**config.mk**
```make
export PLATFORM = sky130hd
export DESIGN_NAME = keypad_scanner
export DESIGN_NICKNAME = d
export VERILOG_FILES = /design/src/rtl/keypad_pkg.sv /design/src/rtl/keypad_debounce.sv /design/src/rtl/keypad_scanner.sv
export SDC_FILE = /design/constraint.sdc
export NUM_CORES = 1
export LEC_CHECK = 0
export ABC_AREA = 1
export ABC_CLOCK_PERIOD_IN_PS = 3800
export BUFFER_PORTS_ARGS = -buffer_cell sky130_fd_sc_hd__buf_2
export CAP_MARGIN = 20
export CORE_AREA = 3 3 104 56
export DETAILED_ROUTE_END_ITERATION = 8
export DIE_AREA = 0 0 107 59
export PLACE_DENSITY = 0.77
export SYNTH_ARGS = -nofsm -noshare
export SYNTH_HDL_FRONTEND = slang
export SYNTH_SLANG_ARGS = --single-unit
```
**constraint.sdc**
```tcl
create_clock -name clk -period 3.8 [get_ports clk]
set_input_delay 0.19 -clock clk [delete_from_list [all_inputs] [get_ports clk]]
set_output_delay 0.19 -clock clk [all_outputs]
set_load 0.05 [all_outputs]
```
**src/rtl/keypad_pkg.sv**
```systemverilog
// keypad_pkg: shared definitions for the matrix keypad scanner.
//   - debounce FSM state encoding (legacy-compatible localparam constants)
//   - frame result enumeration produced by the scan engine each full scan
//   - clog2 helper used to size counters and the key code
package keypad_pkg;

  // Debounce FSM states
  typedef logic [1:0] state_t;
  localparam state_t ST_IDLE        = 2'd0;
  localparam state_t ST_PRESS_CHK   = 2'd1;
  localparam state_t ST_HELD        = 2'd2;
  localparam state_t ST_RELEASE_CHK = 2'd3;

  // Outcome of one complete scan of all rows
  typedef enum logic [1:0] {
    FR_NONE   = 2'd0,
    FR_SINGLE = 2'd1,
    FR_MULTI  = 2'd2
  } frame_result_e;

  // Bits needed to hold values 0..value-1; never less than 1.
  function automatic int unsigned clog2(input int unsigned value);
    int unsigned result;
    result = 1;
    for (int unsigned i = 1; i < 32; i++) begin
      if ((64'd1 << i) < 64'(value)) result = i + 1;
    end
    return result;
  endfunction

endpackage

```
**src/rtl/keypad_debounce.sv**
```systemverilog
// keypad_debounce: frame-level debounce FSM for the keypad scanner.
// A press or release is accepted only after DEBOUNCE consecutive identical
// frame results. No rollover: once a key is held, a full release is needed
// before another key can be accepted.
// Ports:
//   clk, rst_n    clock, asynchronous active-low reset
//   enable        low parks the FSM in idle and suppresses strobes
//   frame_done    one-cycle pulse at the end of each full scan
//   frame_result  NONE / SINGLE / MULTI for the frame just finished
//   frame_code    code of the first key seen in that frame
//   key_code      last accepted key (held across release)
//   key_valid     one-cycle pulse on accepted press
//   key_release   one-cycle pulse on accepted release
//   key_held      high while an accepted key is down
module keypad_debounce
  import keypad_pkg::*;
#(
  parameter int unsigned DEBOUNCE = 4,
  parameter int unsigned KEY_W    = 4
) (
  input  logic             clk,
  input  logic             rst_n,
  input  logic             enable,
  input  logic             frame_done,
  input  logic [1:0]       frame_result,
  input  logic [KEY_W-1:0] frame_code,
  output logic [KEY_W-1:0] key_code,
  output logic             key_valid,
  output logic             key_release,
  output logic             key_held
);

  localparam int unsigned    CNT_W   = clog2(DEBOUNCE + 1);
  localparam logic [CNT_W-1:0] DEB_CNT = CNT_W'(DEBOUNCE);
  localparam logic [CNT_W-1:0] CNT_ONE = CNT_W'(1);

  state_t           state_q, state_d;
  logic [CNT_W-1:0] cnt_q, cnt_d;
  logic [KEY_W-1:0] cand_q, cand_d;
  logic [KEY_W-1:0] code_q, code_d;
  logic             valid_q, valid_d;
  logic             release_q, release_d;

  logic is_none;
  logic is_single;
  logic cnt_reached;

  assign is_none     = (frame_result == FR_NONE);
  assign is_single   = (frame_result == FR_SINGLE);
  // The current frame would be the DEBOUNCE-th consecutive match
  assign cnt_reached = ((cnt_q + CNT_ONE) == DEB_CNT);

  always_comb begin
    state_d   = state_q;
    cnt_d     = cnt_q;
    cand_d    = cand_q;
    code_d    = code_q;
    valid_d   = 1'b0;
    release_d = 1'b0;

    if (!enable) begin
      state_d = ST_IDLE;
      cnt_d   = '0;
    end else if (frame_done) begin
      case (state_q)
        ST_IDLE: begin
          if (is_single) begin
            if (DEBOUNCE == 1) begin
              state_d = ST_HELD;
              code_d  = frame_code;
              valid_d = 1'b1;
            end else begin
              state_d = ST_PRESS_CHK;
              cand_d  = frame_code;
              cnt_d   = CNT_ONE;
            end
          end
        end
        ST_PRESS_CHK: begin
          if (!is_single) begin
            state_d = ST_IDLE;
          end else if (frame_code != cand_q) begin
            cand_d = frame_code;
            cnt_d  = CNT_ONE;
          end else if (cnt_reached) begin
            state_d = ST_HELD;
            code_d  = cand_q;
            valid_d = 1'b1;
          end else begin
            cnt_d = cnt_q + CNT_ONE;
          end
        end
        ST_HELD: begin
          if (is_none) begin
            if (DEBOUNCE == 1) begin
              state_d   = ST_IDLE;
              release_d = 1'b1;
            end else begin
              state_d = ST_RELEASE_CHK;
              cnt_d   = CNT_ONE;
            end
          end
        end
        ST_RELEASE_CHK: begin
          if (!is_none) begin
            state_d = ST_HELD;
          end else if (cnt_reached) begin
            state_d   = ST_IDLE;
            release_d = 1'b1;
          end else begin
            cnt_d = cnt_q + CNT_ONE;
          end
        end
        default: state_d = ST_IDLE;
      endcase
    end
  end

  always_ff @(posedge clk or negedge rst_n) begin
    if (!rst_n) begin
      state_q   <= ST_IDLE;
      cnt_q     <= '0;
      cand_q    <= '0;
      code_q    <= '0;
      valid_q   <= 1'b0;
      release_q <= 1'b0;
    end else begin
      state_q   <= state_d;
      cnt_q     <= cnt_d;
      cand_q    <= cand_d;
      code_q    <= code_d;
      valid_q   <= valid_d;
      release_q <= release_d;
    end
  end

  assign key_code    = code_q;
  assign key_valid   = valid_q;
  assign key_release = release_q;
  // Still held while a release is being confirmed
  assign key_held    = (state_q == ST_HELD) || (state_q == ST_RELEASE_CHK);

endmodule

```
**src/rtl/keypad_scanner.sv**
```systemverilog
// keypad_scanner: parametrised matrix keypad scanner with frame debouncing.
// Drives one active-low row at a time for SCAN_DIV clocks, samples the
// synchronised active-low columns SETTLE clocks into each row, reduces a full
// scan to NONE / SINGLE / MULTI and hands that to keypad_debounce.
// Ports:
//   clk, rst_n    clock, asynchronous active-low reset
//   enable        scan enable; low parks the scanner at row 0, rows released
//   col_i         raw active-low column inputs (asynchronous)
//   row_o         registered one-cold active-low row drive
//   key_code      last accepted key, row_idx*COLS+col_idx
//   key_valid     one-cycle pulse on accepted press
//   key_release   one-cycle pulse on accepted release
//   key_held      high while an accepted key is down
//   multi_key     high if the last completed frame saw two or more keys
module keypad_scanner
  import keypad_pkg::*;
#(
  parameter int unsigned ROWS     = 4,
  parameter int unsigned COLS     = 4,
  parameter int unsigned SCAN_DIV = 100000,
  parameter int unsigned SETTLE   = 10,
  parameter int unsigned DEBOUNCE = 4,
  localparam int unsigned KEY_W   = clog2(ROWS * COLS)
) (
  input  logic             clk,
  input  logic             rst_n,
  input  logic             enable,
  input  logic [COLS-1:0]  col_i,
  output logic [ROWS-1:0]  row_o,
  output logic [KEY_W-1:0] key_code,
  output logic             key_valid,
  output logic             key_release,
  output logic             key_held,
  output logic             multi_key
);

  localparam int unsigned TIMER_W = clog2(SCAN_DIV);
  localparam int unsigned ROW_W   = clog2(ROWS);
  localparam int unsigned COL_W   = clog2(COLS);

  localparam logic [TIMER_W-1:0] TIMER_LAST   = TIMER_W'(SCAN_DIV - 1);
  localparam logic [TIMER_W-1:0] TIMER_SAMPLE = TIMER_W'(SETTLE);
  localparam logic [ROW_W-1:0]   ROW_LAST     = ROW_W'(ROWS - 1);

  logic [COLS-1:0]    col_meta_q, col_sync_q;
  logic [TIMER_W-1:0] timer_q, timer_d;
  logic [ROW_W-1:0]   row_idx_q, row_idx_d;
  logic [ROWS-1:0]    row_q, row_d;
  logic [1:0]         acc_cnt_q, acc_cnt_d;
  logic [KEY_W-1:0]   acc_code_q, acc_code_d;
  logic               multi_q, multi_d;

  logic               timer_wrap;
  logic               sample;
  logic               frame_done;
  logic [1:0]         row_low_cnt;
  logic [COL_W-1:0]   row_col;
  logic [KEY_W-1:0]   row_code;
  logic [2:0]         acc_sum;
  frame_result_e      frame_result;

  assign timer_wrap = (timer_q == TIMER_LAST);
  assign sample     = enable && (timer_q == TIMER_SAMPLE);
  assign frame_done = enable && timer_wrap && (row_idx_q == ROW_LAST);

  // Per-row decode: count of low columns (saturating at 2) and the lowest one
  always_comb begin
    row_low_cnt = 2'd0;
    row_col     = '0;
    for (int c = COLS - 1; c >= 0; c--) begin
      if (!col_sync_q[c]) begin
        row_col = COL_W'(c);
        if (row_low_cnt != 2'd2) row_low_cnt = row_low_cnt + 2'd1;
      end
    end
  end

  assign row_code = KEY_W'(32'(row_idx_q) * COLS + 32'(row_col));

  // Timer, row index and row drive
  always_comb begin
    timer_d   = timer_q;
    row_idx_d = row_idx_q;
    row_d     = row_q;
    if (!enable) begin
      timer_d   = '0;
      row_idx_d = '0;
      row_d     = '1;
    end else begin
      row_d = ~(ROWS'(1) << row_idx_q);
      if (timer_wrap) begin
        timer_d   = '0;
        row_idx_d = (row_idx_q == ROW_LAST) ? '0 : row_idx_q + ROW_W'(1);
      end else begin
        timer_d = timer_q + TIMER_W'(1);
      end
    end
  end

  // Frame accumulators; sampling never coincides with a frame end because
  // the sample point sits at least two clocks before the timer wraps.
  always_comb begin
    acc_cnt_d  = acc_cnt_q;
    acc_code_d = acc_code_q;
    multi_d    = multi_q;
    acc_sum    = {1'b0, acc_cnt_q} + {1'b0, row_low_cnt};
    if (!enable || frame_done) begin
      acc_cnt_d  = 2'd0;
      acc_code_d = '0;
    end else if (sample && (row_low_cnt != 2'd0)) begin
      if (acc_cnt_q == 2'd0) acc_code_d = row_code;
      acc_cnt_d = (acc_sum >= 3'd2) ? 2'd2 : acc_sum[1:0];
    end
    if (frame_done) multi_d = (acc_cnt_q == 2'd2);
  end

  always_comb begin
    unique case (acc_cnt_q)
      2'd0:    frame_result = FR_NONE;
      2'd1:    frame_result = FR_SINGLE;
      default: frame_result = FR_MULTI;
    endcase
  end

  always_ff @(posedge clk or negedge rst_n) begin
    if (!rst_n) begin
      col_meta_q <= '1;
      col_sync_q <= '1;
      timer_q    <= '0;
      row_idx_q  <= '0;
      row_q      <= '1;
      acc_cnt_q  <= 2'd0;
      acc_code_q <= '0;
      multi_q    <= 1'b0;
    end else begin
      col_meta_q <= col_i;
      col_sync_q <= col_meta_q;
      timer_q    <= timer_d;
      row_idx_q  <= row_idx_d;
      row_q      <= row_d;
      acc_cnt_q  <= acc_cnt_d;
      acc_code_q <= acc_code_d;
      multi_q    <= multi_d;
    end
  end

  assign row_o     = row_q;
  assign multi_key = multi_q;

  keypad_debounce #(
    .DEBOUNCE (DEBOUNCE),
    .KEY_W    (KEY_W)
  ) u_debounce (
    .clk          (clk),
    .rst_n        (rst_n),
    .enable       (enable),
    .frame_done   (frame_done),
    .frame_result (frame_result),
    .frame_code   (acc_code_q),
    .key_code     (key_code),
    .key_valid    (key_valid),
    .key_release  (key_release),
    .key_held     (key_held)
  );

endmodule

```
==> summary.md, run 1 <==
| Metric | Value |
|---|---|
| Run status | `finished with violations` |
| Failing checks | `negative hold slack` |
| Worst Path Max Fanout | `3` |
| Iteration-0 DRC Markers | `107` |
| Port bufs | `18` |
| R2R depth | `15` |
| Syn_nets | `398` |
| Cts hold-fix bufs | `4` |
| Synth unique cells | `29` |
| Peak supply drop | `0.0002061 V` |
| Drt pass-1 iters | `4` |
| Placer Congestion | `0.8484` |
| Layout cell share with drive strength beyond 1 | `14.71%` |
| Post-Syn Area | `2952 um2` |
| Die Wd | `107 um` |
| Sink Count | `53` |
| Fin crit period | `3.078 ns` |
| Final worst-path cycle share | `80.99%` |
| Max H-tree Level | `2` |
| RSZ-0062 raised after global routing | `false` |
| Worst slew pin tran | `0.6484 ns` |
| Leakage | `1.600 nW` |
| Fmax | `324.9 MHz` |
| Placeable Area | `4932 um2` |
| # IOs | `19` |
| Site Rows | `18` |
| Final number of setup-violating endpoints | `0` |
| Number of diodes | `0` |
| Vias in the first global route | `2341` |
| Pwr/cell area | `356.2 nW/um2` |
| Area Growth Syn to Fin | `9.792%` |
| CTS tree | `done` |
| WL final | `5.735 mm` |
| Root buffer cell | `clkbuf_8` |
| Drt drc | `0` |
| Die Height | `59 um` |
| Sequential share of the synthesized area | `45.44%` |
| Initial antenna violation count | `0` |
| Clock Latency Late Sink | `0.31 ns` |
| Syn_area_per_cell | `7.871 um2` |
| Largest net degree at the start of global routing | `54` |
| Initial core utilization | `59.84%` |
| Worst Setup End Kind | `flip-flop` |
| Warnings, synthesis | `0` |
| Slew Limit Headroom | `56.77%` |
| DP HPWL | `4.248 mm` |
| Grt total ovfl | `0` |
| CP Data Arrival Time | `3.32 ns` |
| CTS buffer count | `5` |
| Final Slew Violations | `0` |
| Vias | `2411` |
| Max Buffers Root-to-Sink | `2` |
| Hold Vio Cnt, Final | `21` |
| Post-Syn Instances | `375` |
| Postcts setup bufs | `0` |
| Type of the most critical hold path | `in2async` |
| Commonest non-fill, non-tap cell in the layout | `nand2_1` |
| Final #Nets | `423` |
| Synth Register Bits | `53` |
| Resized cells post-CTS | `0` |
| CTS clk-pin slew, worst paths | `0.10 ns` |
| Via density | `5.119` |
| Dpl cells | `459` |
| Worst setup SP type | `flip-flop` |
| Cell Count, Final, Fillers Out | `471` |
| Global-route wire length before repair | `10.16 mm` |
| Final antenna-violating net count | `0` |
| Critical Path RT | `4.04 ns` |
| Max-capacitance violation count | `0` |
| GRT Total Usage | `20.41%` |
| Fin Hold WS | `-0.01682 ns` |
| Die area | `6313 um2` |
| Setup Crit Path Kind | `reg2reg` |
| Setup slack, reg-to-reg | `0.72 ns` |
| Worst Skew | `0.01066 ns` |
| Most frequent cells in the layout | `nand2_1 (101), nor2_1 (56), inv_1 (45)` |
| Post-DR wirelength/cell | `12.18 um` |
| Setup TNS | `0 ns` |
[power breakdown]
| group | leakage (nW) | internal, W | switching (W) |
|---|---|---|---|
| sequential | 0.691 | 0.000595 | 0.0000259 |
| combinational | 0.863 | 0.0000565 | 0.000146 |
| clock | 0.0455 | 0.000149 | 0.000182 |
| total | 1.60 | 0.000801 | 0.000353 |
[critical path, stage by stage, from the launching register on]
cell     delay, ns
dfstp_2       0.55
inv_1         0.07
ha_1          0.28
nand2_1       0.06
nand2_1       0.06
inv_1         0.04
ha_1          0.18
or2_2         0.27
nand2_1       0.11
inv_1         0.05
ha_1          0.20
fa_1          0.43
or2_2         0.33
nor2_1        0.14
nand3_1       0.09
a21oi_1       0.15
[kinds of logic (layout without fill, tap and decap cells)]
group / after synthesis / after routing / synth area share, %
AO/OA/AOI/OAI: 11 / 11 / 1.950
XOR/XNOR: 7 / 7 / 2.077
adder cells (fa/ha/maj): 16 / 16 / 7.037
buffers and inverters: 55 / 81 / 7.333
flip-flops: 53 / 53 / 45.44
AND/OR/NAND/NOR: 233 / 233 / 36.16
[cells in the mapped netlist]
library cell / n / area, um2
clkbuf_1: 1 / 3.750
nand2_8: 1 / 20.02
o21ai_0: 5 / 25.02
dfstp_2: 12 / 315.3
nor2_4: 4 / 45.04
nand4_1: 9 / 56.30
nor2_2: 1 / 6.260
nand3_4: 1 / 17.52
xor2_1: 6 / 52.55
nand2_1: 101 / 379.1
xnor2_1: 1 / 8.760
nand2_4: 3 / 33.78
or2_2: 3 / 18.77
inv_4: 1 / 6.260
nor4_1: 1 / 6.260
fa_1: 1 / 20.02
nand3_1: 36 / 180.2
nor3_1: 13 / 65.06
nor3_2: 1 / 10.01
buf_2: 3 / 15.01
dfrtp_1: 41 / 1026
inv_1: 45 / 168.9
buf_4: 1 / 7.510
a21oi_1: 5 / 25.02
nor2_1: 56 / 210.2
a211oi_1: 1 / 7.510
nand2_2: 3 / 18.77
inv_2: 4 / 15.01
ha_1: 15 / 187.7
[through the flow]
| stage | setup WS, ns | hold WS, ns | area (um2) | total power (W) | utilization (%) |
|---|---|---|---|---|---|
| floorplan | 1.031 | -0.1056 | 2952 | 0.0007768 | - |
| global placement | 0.9770 | 0.2958 | 3110 | 0.0008194 | 63.06 |
| detailed placement | 0.7435 | 0.2965 | 3110 | 0.0008314 | 63.06 |
| CTS | 0.7331 | 0.006698 | 3241 | 0.001161 | 65.70 |
| global route | 0.6073 | 0.02939 | 3241 | 0.001217 | 65.70 |
| finish | 0.7224 | -0.01682 | 3241 | 0.001154 | 65.70 |
[routing by layer]
metal,track usage [%],vias to the layer above,wire length (um)
li1,-,1223,-
met1,25.86,1133,2680
met2,35.15,45,2691
met3,4.461,10,264
met4,7.650,0,99
met5,0,-,0
[sequential cells by signal, summed over array words and instances, names as in the netlist]
register	cells
u_debounce.state_q	2
u_debounce.cand_q	4
timer_q	17
acc_code_q	4
u_debounce.cnt_q	3
multi_key	1
acc_cnt_q	2
u_debounce.key_valid	1
col_sync_q	4
row_o	4
u_debounce.key_release	1
row_idx_q	2
u_debounce.key_code	4
col_meta_q	4
[path summary, 6_finish.rpt]
check                                       to          start
max in group asynchronous          timer_q[13]          rst_n
setup reg to reg                  acc_cnt_q[0]  col_sync_q[3]
setup / recovery                  acc_cnt_q[0]  col_sync_q[3]
min in group clk                      row_o[1]         enable
hold / removal             u_debounce.cnt_q[1]          rst_n
hold reg to reg                  col_sync_q[0]  col_meta_q[0]
[area by class of cell]
class / instances / area [um2]
well taps: 70 / 87.58
inverters: 50 / 190.2
flip-flops and latches: 53 / 1341
repair buffers: 23 / 137.6
multi-input cells: 267 / 1394
clock buffers: 8 / 90.09
fillers: 418 / 1692
Power figures use the tool's default switching activity.
==> run 2, diff against run 1 <==
Settings changed: ABC_CLOCK_PERIOD_IN_PS 3800 to 2700, CORE_AREA 3 3 104 56 to 3 3 109 59, DIE_AREA 0 0 107 59 to 0 0 112 62, PLACE_DENSITY 0.77 to 0.73.
Clock period 3.8 ns to 2.7 ns, I/O delays scaled along.
==> run 2 against run 1 <==
  * The flow finishes with violations (negative setup slack)
  * Via count grew 3.4%
  * Global-route usage shrank 1.2 points
  * Design area is 5.6% higher
  * Sequential cell count unchanged
  * Combinational power is 61% higher
  * Non-clock buffer count grew 8
  * Worst hold slack improved by 0.18 ns
  * Power grew 52%
  * First-iteration DRC count increased by 18%
  * Clock-buffer cell count fell by 1
  * Highest routed layer unchanged
  * Sequential share of layout area down 2.2 points
==> summary.md, run 2 (synthesis gave the netlist of run 1 again) <==
| Metric | Value |
|---|---|
| Final Slew Violations | `0 (unchanged)` |
| Root buffer cell | `clkbuf_8` |
| Logic pwr share | `18.5% (+1.0 points)` |
| Drt pass-1 iters | `5 (+1)` |
| # IOs | `19 (unchanged)` |
| Setup Crit Path Kind | `reg2reg` |
| Initial core utilization | `54.22% (-5.6 points)` |
| Post-DR wirelength/cell | `13.00 um (+6.8%)` |
| Final number of setup-violating endpoints | `1 (+1)` |
| Run status | `finished with violations` |
| Worst Skew | `0.01250 ns (+0.001838 ns)` |
| Initial antenna violation count | `0 (unchanged)` |
| Critical Path RT | `2.94 ns (-1.10 ns)` |
| WL final | `6.267 mm (+9.3%)` |
| Worst Path Max Fanout | `2 (-1)` |
| DP HPWL | `4.449 mm (+4.7%)` |
| Fin area | `3422 um2 (+5.6%)` |
| RSZ-0062 raised after global routing | `true` |
| Slew Limit Headroom | `70.16% (+13 points)` |
| Number of flip-flops in the largest register | `17 (unchanged)` |
| Number of diodes | `0 (unchanged)` |
| Sink Count | `53 (unchanged)` |
| Fmax | `362.5 MHz (+12%)` |
| Vias in the first global route | `2405 (+2.7%)` |
| Worst setup SP type | `flip-flop` |
| Fin crit period | `2.758 ns (-0.3191 ns)` |
| Failing checks | `negative setup slack` |
| Reg with most FFs | `timer_q` |
| NetSw | `0.0005189 W (+47%)` |
| Setup slack, reg-to-reg | `-0.06 ns (-0.78 ns)` |
| Final worst-path cycle share | `102.2% (+21 points)` |
| GRT Total Usage | `19.22% (-1.2 points)` |
| Final setup margin | `-0.05849 ns (-0.7809 ns)` |
| Layout cell share with drive strength beyond 1 | `19.80% (+5.1 points)` |
| Placer Congestion | `0.9426 (+11%)` |
| Commonest non-fill, non-tap cell in the layout | `nand2_1` |
| Die Wd | `112 um (+4.7%)` |
| CTS tree | `done` |
| Max Buffers Root-to-Sink | `2 (unchanged)` |
| Worst slew pin tran | `0.4476 ns (-0.2008 ns)` |
| Largest net degree at the start of global routing | `20 (-63%)` |
| Type of the most critical hold path | `in2reg` |
| Placed instance area | `3147 um2 (+1.2%)` |
| Leakage | `1.656 nW (+3.5%)` |
| RR Endpoint | `acc_cnt_q[0]` |
| Iteration-0 DRC Markers | `126 (+18%)` |
| Max-capacitance violation count | `0 (unchanged)` |
| Hold Vio Cnt, Final | `0 (-100%)` |
| End of the critical path | `acc_cnt_q[0]` |
| Worst Setup End Kind | `flip-flop` |
| Placeable Area | `5444 um2 (+10%)` |
| Max H-tree Level | `2 (unchanged)` |
| Final #Nets | `431 (+1.9%)` |
| Die Height | `62 um (+5.1%)` |
| CTS clk-pin slew, worst paths | `0.10 ns (about the same)` |
| Register share of total power | `49.7% (-4.1 points)` |
| R2R depth | `15 (unchanged)` |
| Area Growth Syn to Fin | `15.94%` |
| Vias | `2492 (+3.4%)` |
| Port bufs | `18 (unchanged)` |
| Grt total ovfl | `0 (unchanged)` |
| Clk pwr share | `31.8% (+3.2 points)` |
| Setup TNS | `-0.05849 ns (-0.05849 ns)` |
| RR Startpoint | `col_sync_q[2]` |
| Site Rows | `19 (+1)` |
| Sw Ratio | `29.48% (-1.1 points)` |
| Via density | `5.170 (+1.0%)` |
| Clock Latency Late Sink | `0.31 ns (about the same)` |
| CTS buffer count | `5 (unchanged)` |
| CP startpoint | `col_sync_q[2]` |
| Final antenna-violating net count | `0 (unchanged)` |
| Most frequent cells in the layout | `nand2_1 (96), nor2_1 (55), inv_1 (41), dfrtp_1 (41), nand3_1 (36)` |
| Global-route wire length before repair | `10.69 mm (+5.2%)` |
| CP Data Arrival Time | `3.00 ns (-0.32 ns)` |
| Internal power | `0.001241 W (+55%)` |
| Drt drc | `0 (unchanged)` |
| Pwr/cell area | `514.4 nW/um2 (+44%)` |
| Peak supply drop | `0.0003437 V (+67%)` |
| Die area | `6944 um2 (+10%)` |
run 2: per-layer routing:
layer / global-route usage (%) / part of all wire (%)
met5: 0 / 0
met2: 34.84 / 48
met1: 23.33 / 44
met3: 3.965 / 4.7
met4: 8.219 / 2.9
run 2: layout make-up:
class	count	area (um2)
tap	73	91.34
multi-input combinational	267	1476
clock inverter	1	30.03
timing repair buffer	31	203.9
fill	459	2022
clock buffer	7	86.33
sequential	53	1341
inverter	50	192.7
run 2: per-stage QoR:
stage | hold slack [ns] | worst slack, ns | util [%] | total power, W | instances
5_1_grt | 0.1495 | -0.1574 | 62.86 | 0.001852 | 482
6_report | 0.1598 | -0.05849 | 62.86 | 0.001760 | 482
2_1_floorplan | -0.1606 | 0.002159 | - | 0.001095 | 375
3_3_place_gp | 0.09436 | -0.02251 | 57.80 | 0.001159 | 466
3_5_place_dp | 0.1002 | -0.1626 | 57.80 | 0.001176 | 466
4_1_cts | 0.1518 | -0.03901 | 62.22 | 0.001758 | 481
run 2: worst min-delay path by stage:
stage	start	endpoint	slack, ns	depth (start not counted)
2_1_floorplan	rst_n	acc_cnt_q[0]	-0.16	0
6_report	enable	row_o[1]	0.16	2
4_1_cts	enable	row_o[1]	0.15	2
3_5_place_dp	rst_n	timer_q[3]	0.10	1
3_3_place_gp	rst_n	timer_q[3]	0.09	1
5_1_grt	enable	row_o[1]	0.15	2
run 2: repair_timing:
item                       CTS  global route
resized for setup           16             7
hold endpoints to repair    20             0
pin swaps                   10             7
setup endpoints to repair    2             2
setup buffers                2             1
gates cloned                 0             0
hold buffers                 5             0
run 2: power groups by stage:
| stage | logic, W | registers (W) | clock network (W) |
|---|---|---|---|
| 5_1_grt | 0.000362 | 0.000880 | 0.000609 |
| 6_report | 0.000326 | 0.000875 | 0.000559 |
| 3_3_place_gp | 0.000276 | 0.000884 | 0 |
| 4_1_cts | 0.000310 | 0.000873 | 0.000576 |
| 3_5_place_dp | 0.000289 | 0.000887 | 0 |
| 2_1_floorplan | 0.000198 | 0.000897 | 0 |
run 2: critical path, stage by stage, from the launching register on:
cell,delay (ns)
dfstp_2,0.55
inv_2,0.05
ha_4,0.26
nand2_4,0.04
nand2_2,0.07
inv_2,0.05
ha_4,0.15
or2_4,0.25
nand2_4,0.07
inv_4,0.04
ha_4,0.15
fa_1,0.44
or2_4,0.27
nor2_2,0.10
nand3_1,0.08
a21oi_1,0.13
